<file path="config.mk">
export PLATFORM = sky130hd
export DESIGN_NAME = accum_alu_pipe
export DESIGN_NICKNAME = d
export VERILOG_FILES = /design/src/rtl/accum_alu_pkg.sv /design/src/rtl/accum_alu_core.sv /design/src/rtl/accum_alu_pipe.sv
export SDC_FILE = /design/constraint.sdc
export NUM_CORES = 1
export LEC_CHECK = 0
export BUFFER_PORTS_ARGS = -buffer_cell sky130_fd_sc_hd__buf_2
export CORE_ASPECT_RATIO = 2
export CORE_MARGIN = 1.5
export CORE_UTILIZATION = 40
export DETAILED_ROUTE_END_ITERATION = 8
export MAX_ROUTING_LAYER = met4
export PLACE_DENSITY = 0.64
export SYNTH_ARGS = -nofsm -noshare
export SYNTH_HDL_FRONTEND = slang
export SYNTH_HIERARCHICAL = 1
export SYNTH_SLANG_ARGS = --single-unit
</file>
<file path="constraint.sdc">
create_clock -name clk -period 6 [get_ports clk]
set_input_delay 0.9 -clock clk [delete_from_list [all_inputs] [get_ports clk]]
set_output_delay 0.9 -clock clk [all_outputs]
set_load 0.01 [all_outputs]
</file>
<file path="src/rtl/accum_alu_pkg.sv">
// rtl/accum_alu_pkg.sv - shared opcode definitions for the pipelined accumulator ALU
package accum_alu_pkg;

    localparam int OP_W = 3;

    typedef logic [OP_W-1:0] op_t;

    localparam op_t OP_ADD  = 3'd0;
    localparam op_t OP_SUB  = 3'd1;
    localparam op_t OP_ACC  = 3'd2;
    localparam op_t OP_CLR  = 3'd3;
    localparam op_t OP_LOAD = 3'd4;
    localparam op_t OP_AND  = 3'd5;
    localparam op_t OP_XOR  = 3'd6;
    localparam op_t OP_RSVD = 3'd7;

endpackage

</file>
<file path="src/rtl/accum_alu_core.sv">
// rtl/accum_alu_core.sv - combinational result/flag/next-accumulator compute
module accum_alu_core
    import accum_alu_pkg::*;
#(
    parameter int WIDTH    = 8,
    parameter int SATURATE = 0
) (
    input  op_t              op,
    input  logic [WIDTH-1:0] a,
    input  logic [WIDTH-1:0] b,
    input  logic [WIDTH-1:0] acc,
    output logic [WIDTH-1:0] result,
    output logic [WIDTH-1:0] acc_nxt,
    output logic             carry,
    output logic             err
);

    localparam logic [WIDTH-1:0] ONES = '1;

    logic [WIDTH:0] sum;
    logic [WIDTH:0] diff;
    logic [WIDTH:0] acc_sum;

    always_comb begin
        sum     = {1'b0, a} + {1'b0, b};
        diff    = {1'b0, a} - {1'b0, b};
        acc_sum = {1'b0, acc} + {1'b0, a};
        result  = '0;
        acc_nxt = acc;
        carry   = 1'b0;
        err     = 1'b0;
        case (op)
            OP_ADD: begin
                carry  = sum[WIDTH];
                result = (SATURATE != 0 && carry) ? ONES : sum[WIDTH-1:0];
            end
            // diff[WIDTH] is set exactly when a < b
            OP_SUB: begin
                carry  = diff[WIDTH];
                result = (SATURATE != 0 && carry) ? '0 : diff[WIDTH-1:0];
            end
            OP_ACC: begin
                carry   = acc_sum[WIDTH];
                result  = (SATURATE != 0 && carry) ? ONES : acc_sum[WIDTH-1:0];
                acc_nxt = result;
            end
            OP_CLR: begin
                acc_nxt = '0;
            end
            OP_LOAD: begin
                result  = a;
                acc_nxt = a;
            end
            OP_AND: result = a & b;
            OP_XOR: result = a ^ b;
            default: err = 1'b1;
        endcase
    end

endmodule

</file>
<file path="src/rtl/accum_alu_pipe.sv">
// rtl/accum_alu_pipe.sv - 2-stage valid/ready ALU pipeline with persistent accumulator
module accum_alu_pipe
    import accum_alu_pkg::*;
#(
    parameter int WIDTH    = 8,
    parameter int SATURATE = 0,
    parameter int OP_W     = accum_alu_pkg::OP_W
) (
    input  logic             clk,
    input  logic             rst_n,
    input  logic             ena,
    input  logic             in_valid,
    output logic             in_ready,
    input  logic [OP_W-1:0]  op,
    input  logic [WIDTH-1:0] a,
    input  logic [WIDTH-1:0] b,
    output logic             out_valid,
    input  logic             out_ready,
    output logic [WIDTH-1:0] out_data,
    output logic             out_carry,
    output logic             out_zero,
    output logic             out_err,
    output logic [WIDTH-1:0] acc_q
);

    typedef struct packed {
        logic [OP_W-1:0]  op;
        logic [WIDTH-1:0] a;
        logic [WIDTH-1:0] b;
    } s1_t;

    s1_t              s1;
    logic             s1_valid;
    logic             s2_valid;
    logic [WIDTH-1:0] acc;

    logic [WIDTH-1:0] res_c;
    logic [WIDTH-1:0] acc_c;
    logic             carry_c;
    logic             err_c;
    logic             s1_adv;
    logic             s1_load;

    accum_alu_core #(
        .WIDTH    (WIDTH),
        .SATURATE (SATURATE)
    ) u_core (
        .op      (s1.op),
        .a       (s1.a),
        .b       (s1.b),
        .acc     (acc),
        .result  (res_c),
        .acc_nxt (acc_c),
        .carry   (carry_c),
        .err     (err_c)
    );

    // S1 may refill in the same cycle it drains, so throughput stays at one op per cycle
    assign s1_adv    = s1_valid && (!s2_valid || out_ready);
    assign s1_load   = !s1_valid || s1_adv;
    assign in_ready  = rst_n && ena && s1_load;
    assign out_valid = s2_valid;
    assign acc_q     = acc;

    always_ff @(posedge clk or negedge rst_n) begin
        if (!rst_n) begin
            s1        <= '0;
            s1_valid  <= 1'b0;
            s2_valid  <= 1'b0;
            out_data  <= '0;
            out_carry <= 1'b0;
            out_zero  <= 1'b0;
            out_err   <= 1'b0;
            acc       <= '0;
        end else if (ena) begin
            if (s1_adv) begin
                s2_valid  <= 1'b1;
                out_data  <= res_c;
                out_carry <= carry_c;
                out_zero  <= (res_c == '0);
                out_err   <= err_c;
                acc       <= acc_c;
            end else if (out_ready) begin
                s2_valid  <= 1'b0;
            end
            if (s1_load) begin
                s1_valid <= in_valid;
                if (in_valid) begin
                    s1 <= '{op: op, a: a, b: b};
                end
            end
        end
    end

endmodule
</file>
==> flow_summary.yaml, run 1 <==
synthesis:
  synth_edf_count: 0
  synth_top_family_by_area: "compound AO/OA/AOI/OAI gates"
  ys_ff_latch: 40
  ys_warn_count: 6
  synthesis.area_um2: 3120
  synth_xor_area_share_pct: 2.25
  async_flop_share_pct: 100
  netlist_instances: 313
  synth_cell_types: 63
  synth_compound_area_share_pct: 19.5
  synth_ff_type: "dfrtp_1"
  synthAdderAreaFrac_pct: 11.6
  synth-simple-area-share_pct: 12.1
  postSynthAreaPerCell_um2: 9.96
  muxShareOfSynthArea_pct: 16.2
  syn_nets: 364
  ys_seq_area_share_pct: 32.1
layout:
  final_common_cell: "buf_2"
  multi_input_area_um2: 1920
  register_area_um2: 1000
  layout_common_cells: "buf_2, dfrtp_1, nand2_1"
  fillers: 758
  drive_gt1_share_pct: 27.9
  fin_nets: 402
  final_area_um2: 3530
  n_antenna_cell: 0
  syn_to_final_growth_pct: 13.2
floorplan:
  die_w_um: 65.4
  ios: 45
  rows: 45
  die_h_um: 128
  dieArea_um2: 8370
  coreArea_um2: 7540
  start_util_pct: 41.3
min_path:
  min_to: "out_data[2]$_DFFE_PN0P_"
  min_path_cells: 1
  min_from: "out_data[2]$_DFFE_PN0P_"
  hold_path.class: "flop to flop"
cts:
  clkTransAtPathRegs_ps: 60
  clk_path_buf_depth: 2
  clock_latency_ps: 290
  cts_tree: "built"
  cts_made_buffers: 5
  htree_levels: 2
  postCtsHoldBufs: 0
  post_cts_buffers: 0
  clock_sinks: 40
  cts.root.buffer_cell: "clkbuf_16"
  cts_resized: 0
critical_path:
  path_class: "flop to flop"
  cp-start-kind: "flop"
  crit_fanout: 7
  rr_endpoint: "out_zero$_DFFE_PN0P_"
  rrSetupSlack_ps: 2900
  worst_r2r_path_depth: 11
  end_kind: "flop"
  cp.arrival_ps: 3290
  required_ps: 6200
  r2r_start: "s1[9]$_DFFE_PN0P_"
global_routing:
  grt_max_degree: 42
  grt_pass1_wl_mm: 13.2
  grt.overflow.total: 0
  antenna_found_initial: 0
  grtUsageTotal_pct: 21.3
  grt_pass1_vias: 2629
sta:
  finClkSkew_ps: 5.05
  setup_viol: 0
  fmax_ghz: 0.323
  relSlewSlack_pct: 37.9
  post-route-period-util_pct: 51.6
  tightestPinTransition_ps: 931
  post-route-min-period_ps: 3100
  maxSlewViolCount: 0
  hold_violations: 0
  rsz0062_at_grt: "no"
  setup-tns-final_ps: 0
job:
  drv_cap: 0
detailed_routing:
  drtIter0Drc: 77
  dr_total_vias: 2497
  vias_per_cell: 5.61
  drc: 0
  finalWirelength_mm: 7.97
  wl_per_cell_um: 17.9
  firstDrtPassIters: 4
  ant_nets: 0
place:
  routabilityCongestion: 0.944
  postPlaceCellArea_um2: 3350
  io_buffer_count: 44
  hpwlAfterDp_mm: 6.05
power_and_ir_drop:
  internal_power_uw: 965
  clkPwrFrac_pct: 21.7
  p_sw_share_pct: 39.7
  peakVddDrop_mv: 0.255
  p_seq_share_pct: 27.5
  pwr-share-comb_pct: 50.9
  leakage_uw: 0.00166
  p_sw_uw: 635
  powerDensity_nw_per_um2: 453
run_status:
  status: "complete, no violations"
==> synth_stat cells (2+ instances only) <==
library cell / count / area [um^2]
o21bai_1: 2 / 15.0
mux2i_1: 4 / 40.0
buf_6: 4 / 45.0
o21ai_0: 21 / 105
a211oi_1: 2 / 15.0
o31ai_1: 4 / 30.0
nor4_1: 3 / 18.8
a21o_1: 7 / 52.6
nand2b_1: 5 / 31.3
nor3_1: 3 / 15.0
nand2_1: 30 / 113
ha_1: 24 / 300
a32oi_1: 2 / 17.5
mux2_2: 28 / 315
a221oi_1: 2 / 17.5
fa_1: 3 / 60.1
nor2_1: 18 / 67.6
o221ai_1: 2 / 17.5
nor2b_1: 6 / 37.5
o311ai_0: 2 / 17.5
buf_2: 3 / 15.0
clkbuf_1: 2 / 7.51
o22ai_1: 3 / 18.8
a21oi_1: 14 / 70.1
a22oi_1: 2 / 15.0
mux2_4: 10 / 150
dfrtp_1: 40 / 1000
inv_1: 18 / 67.6
buf_4: 4 / 30.0
xnor2_1: 7 / 61.3
o21a_1: 6 / 45.0
==> routing by layer <==
metal	part of all wire, %	vias up	GRT usage, %	routed length [um]
li1	-	1203	-	-
met1	37	1202	22.4	2970
met2	54	68	36.2	4290
met3	2.8	24	2.63	220
met4	6.0	0	14.7	478
met5	0	-	-	0
==> cell families (layout without fill, tap and decap cells) <==
| family | Yosys count | after routing |
|---|---|---|
| DFF | 40 | 40 |
| adders and majority gates | 27 | 27 |
| buffers and inverters | 34 | 72 |
| muxes | 42 | 42 |
| xor gates and xnor gates | 8 | 8 |
| AOI/OAI and AO/OA | 85 | 85 |
| and+or+nand+nor | 77 | 77 |
==> sequential cells by signal (all words and copies together), names as in the netlist <==
register / cells
s1_valid: 1
out_zero: 1
s1: 19
out_carry: 1
out_err: 1
acc_q: 8
out_data: 8
out_valid: 1
==> worst max-delay path by stage <==
stage / start / to / slack, ps / cells after the start
floorplan: acc_q[0]$_DFFE_PN0P_ / out_zero$_DFFE_PN0P_ / 3520 / 12
global placement: s1[9]$_DFFE_PN0P_ / out_zero$_DFFE_PN0P_ / 2900 / 11
detailed placement: s1[9]$_DFFE_PN0P_ / out_zero$_DFFE_PN0P_ / 2950 / 11
CTS: s1[9]$_DFFE_PN0P_ / out_zero$_DFFE_PN0P_ / 2950 / 11
global route: s1[9]$_DFFE_PN0P_ / out_zero$_DFFE_PN0P_ / 2700 / 11
finish: s1[9]$_DFFE_PN0P_ / out_zero$_DFFE_PN0P_ / 2900 / 11
==> worst max-delay path, stage by stage, from the launching register on <==
cell and delay [ps]:
dfrtp_1 470, inv_1 180, fa_1 470, nand2b_1 200, a21oi_1 260, o31a_1 200
a211oi_1 60, o21ai_0 280, o2111ai_1 260, nor4_1 310, nand2_1 110, o31ai_1 200
==> area by class of cell <==
cell class	count	share of cell area (%)
multi-input combinational	239	54.4
sequential	40	28.3
timing repair buffer	46	6.66
clock buffer	5	3.54
tap	94	3.33
inverter	19	2.02
clock inverter	2	1.70
==> stage by stage <==
stage	worst slack [ps]	instances	power [uW]	hold WS [ps]	utilization (%)
finish	2900	445	1600	501	46.8
global route	2700	445	1710	518	46.8
CTS	2950	445	1610	508	46.8
detailed placement	2950	438	1250	493	44.3
global placement	2900	438	1240	491	44.3
floorplan	3520	313	1040	475	-
==> power by group through the flow <==
stage                     Combinational (uW)  Sequential (uW)  Clock [uW]
after global placement                   796              441           0
after global routing                     893              455         364
after CTS                                809              441         357
after detailed placement                 801              445           0
final                                    814              440         346
after floorplan                          588              447           0
Note: power is estimated with default switching activity, not from simulation.
==> run 2, diff against run 1 <==
==> constraint.sdc (replaced) <==
create_clock -name clk -period 3.2 [get_ports clk]
set_input_delay 0.48 -clock clk [delete_from_list [all_inputs] [get_ports clk]]
set_output_delay 0.48 -clock clk [all_outputs]
set_load 0.01 [all_outputs]
==> run 2 against run 1 <==
Worst setup slack got worse by 2600 ps. Non-clock buffer count increased by 5. Clock-buffer cell count increased by 1. Hold slack got worse by 200 ps. Sequential share of layout area decreased by 0.16 points. Sequential power increased by 86%. Register-to-register slack got worse by 2600 ps. Maximum frequency increased by 5.3%.
==> flow_summary.yaml, run 2 (synthesis results as in run 1) <==
layout:
  regMostFlops: "s1"
  fin_cells: 451
  drive_gt1_share_pct: 29.1
  syn_to_final_growth_pct: 13.9
  final_common_cell: "buf_2"
  fin_nets: 407
  layout_common_cells: "buf_2, dfrtp_1, nand2_1"
  n_antenna_cell: 0
  largest_register_ffs: 19
global_routing:
  grt.overflow.total: 0
  antenna_found_initial: 0
  grt_pass1_wl_mm: 13.5
  grt_pass1_vias: 2685
  grtUsageTotal_pct: 21.8
  grt_max_degree: 41
critical_path:
  required_ps: 3400
  cp_cell_sequence: "inv_1, fa_1, nand2b_1, a21oi_2, o31a_1, a211oi_1, o21ai_1, o2111ai_1, nor4_1, nand2_1, o31ai_1"
  worst_r2r_path_depth: 11
  rrSetupSlack_ps: 260
  cp-start-kind: "flop"
  end_kind: "flop"
  crit_fanout: 7
  cp.arrival_ps: 3140
  slowest_delay_ps: 480
  slowest_stage: "dfrtp_1"
  path_class: "flop to flop"
  r2r_start: "s1[9]$_DFFE_PN0P_"
  rr_endpoint: "out_zero$_DFFE_PN0P_"
floorplan:
  die_h_um: 128
  dieArea_um2: 8370
  coreArea_um2: 7540
  rows: 45
  start_util_pct: 41.3
  die_w_um: 65.4
  ios: 45
detailed_routing:
  drtIter0Drc: 117
  ant_nets: 0
  dr_total_vias: 2547
  vias_per_cell: 5.65
  firstDrtPassIters: 5
  wl_per_cell_um: 18.3
  finalWirelength_mm: 8.24
  drc: 0
sta:
  tightestPinTransition_ps: 801
  setup_viol: 0
  fmax_ghz: 0.340
  hold_violations: 0
  finClkSkew_ps: 3.07
  post-route-period-util_pct: 92.0
  rsz0062_at_grt: "no"
  setup-tns-final_ps: 0
  maxSlewViolCount: 0
  post-route-min-period_ps: 2940
  relSlewSlack_pct: 46.4
  hold_slack_ps: 298
cts:
  htree_levels: 2
  post_cts_buffers: 0
  clk_path_buf_depth: 2
  cts_tree: "built"
  cts.root.buffer_cell: "clkbuf_16"
  clock_sinks: 40
  cts_made_buffers: 5
  clkTransAtPathRegs_ps: 60
  clock_latency_ps: 280
place:
  io_buffer_count: 44
  placed_cells: 443
  hpwlAfterDp_mm: 6.34
  routabilityCongestion: 0.911
power_and_ir_drop:
  powerDensity_nw_per_um2: 831
  peakVddDrop_mv: 0.376
  leakage_uw: 0.00168
min_path:
  hold_path.class: "input pin to asynchronous set/reset pin"
run_status:
  status: "complete, no violations"
job:
  drv_cap: 0
==> run 2: cell count changes in the layout (fill, tap and decap cells not counted), sizes merged <==
cell | previous run | this run
clkinv | 1 | 2
clkbuf | 5 | 6
buf | 46 | 51
bufinv | 2 | 1
==> run 2: report_power, final <==
| group | total [uW] | switching [uW] | internal [uW] |
|---|---|---|---|
| registers | 818 | 154 | 664 |
| logic | 1560 | 839 | 718 |
| clock network | 576 | 209 | 367 |
| total | 2950 | 1200 | 1750 |
==> run 2: worst max-delay path by stage <==
stage | start | endpoint | depth (start not counted)
after floorplan | acc_q[0]$_DFFE_PN0P_ | out_zero$_DFFE_PN0P_ | 12
after global placement | s1[9]$_DFFE_PN0P_ | out_zero$_DFFE_PN0P_ | 11
after detailed placement | s1[9]$_DFFE_PN0P_ | out_zero$_DFFE_PN0P_ | 11
after CTS | s1[9]$_DFFE_PN0P_ | out_zero$_DFFE_PN0P_ | 11
after global routing | s1[9]$_DFFE_PN0P_ | out_zero$_DFFE_PN0P_ | 11
final | s1[9]$_DFFE_PN0P_ | out_zero$_DFFE_PN0P_ | 11
==> run 2: area by class of cell <==
| class | count | area [um^2] |
|---|---|---|
| fill | 756 | 3990 |
| clock inverter | 2 | 35.0 |
| clock buffer | 6 | 129 |
| tap | 94 | 118 |
| inverter | 19 | 71.3 |
| timing repair buffer | 51 | 273 |
| sequential | 40 | 1000 |
| multi-input combinational | 239 | 1920 |
==> run 2: stage by stage <==
| step | total power (uW) | area (um^2) | util, % | worst slack (ps) |
|---|---|---|---|---|
| 2_1_floorplan | 1940 | 3120 | - | 718 |
| 3_3_place_gp | 2340 | 3380 | 44.8 | 172 |
| 3_5_place_dp | 2360 | 3380 | 44.8 | 75.5 |
| 4_1_cts | 2950 | 3550 | 47.0 | 82.3 |
| 5_1_grt | 3150 | 3550 | 47.1 | 29.5 |
| 6_report | 2950 | 3550 | 47.1 | 257 |
==> run 2: worst max-delay path, delay by kind of cell, from the launching register on <==
kind,cells,cell delay [ps]
compound gates,6,1120
fa+ha+maj,1,470
buf+inv,1,190
flops,1,480
simple gates,3,580
==> run 2: what timing repair did <==
item	in CTS	in global routing
hold buffers	0	0
setup endpoints to repair	0	1
hold endpoints to repair	0	0
resized for setup	0	2
==> run 2: layer usage <==
metal	wire length (um)	track usage [%]	vias up	part of all wire, %
met5	0	-	-	0
met3	234	2.19	19	2.8
met1	3040	22.2	1246	37
met4	363	11.0	0	4.4
li1	-	-	1218	-
met2	4600	40.1	64	56
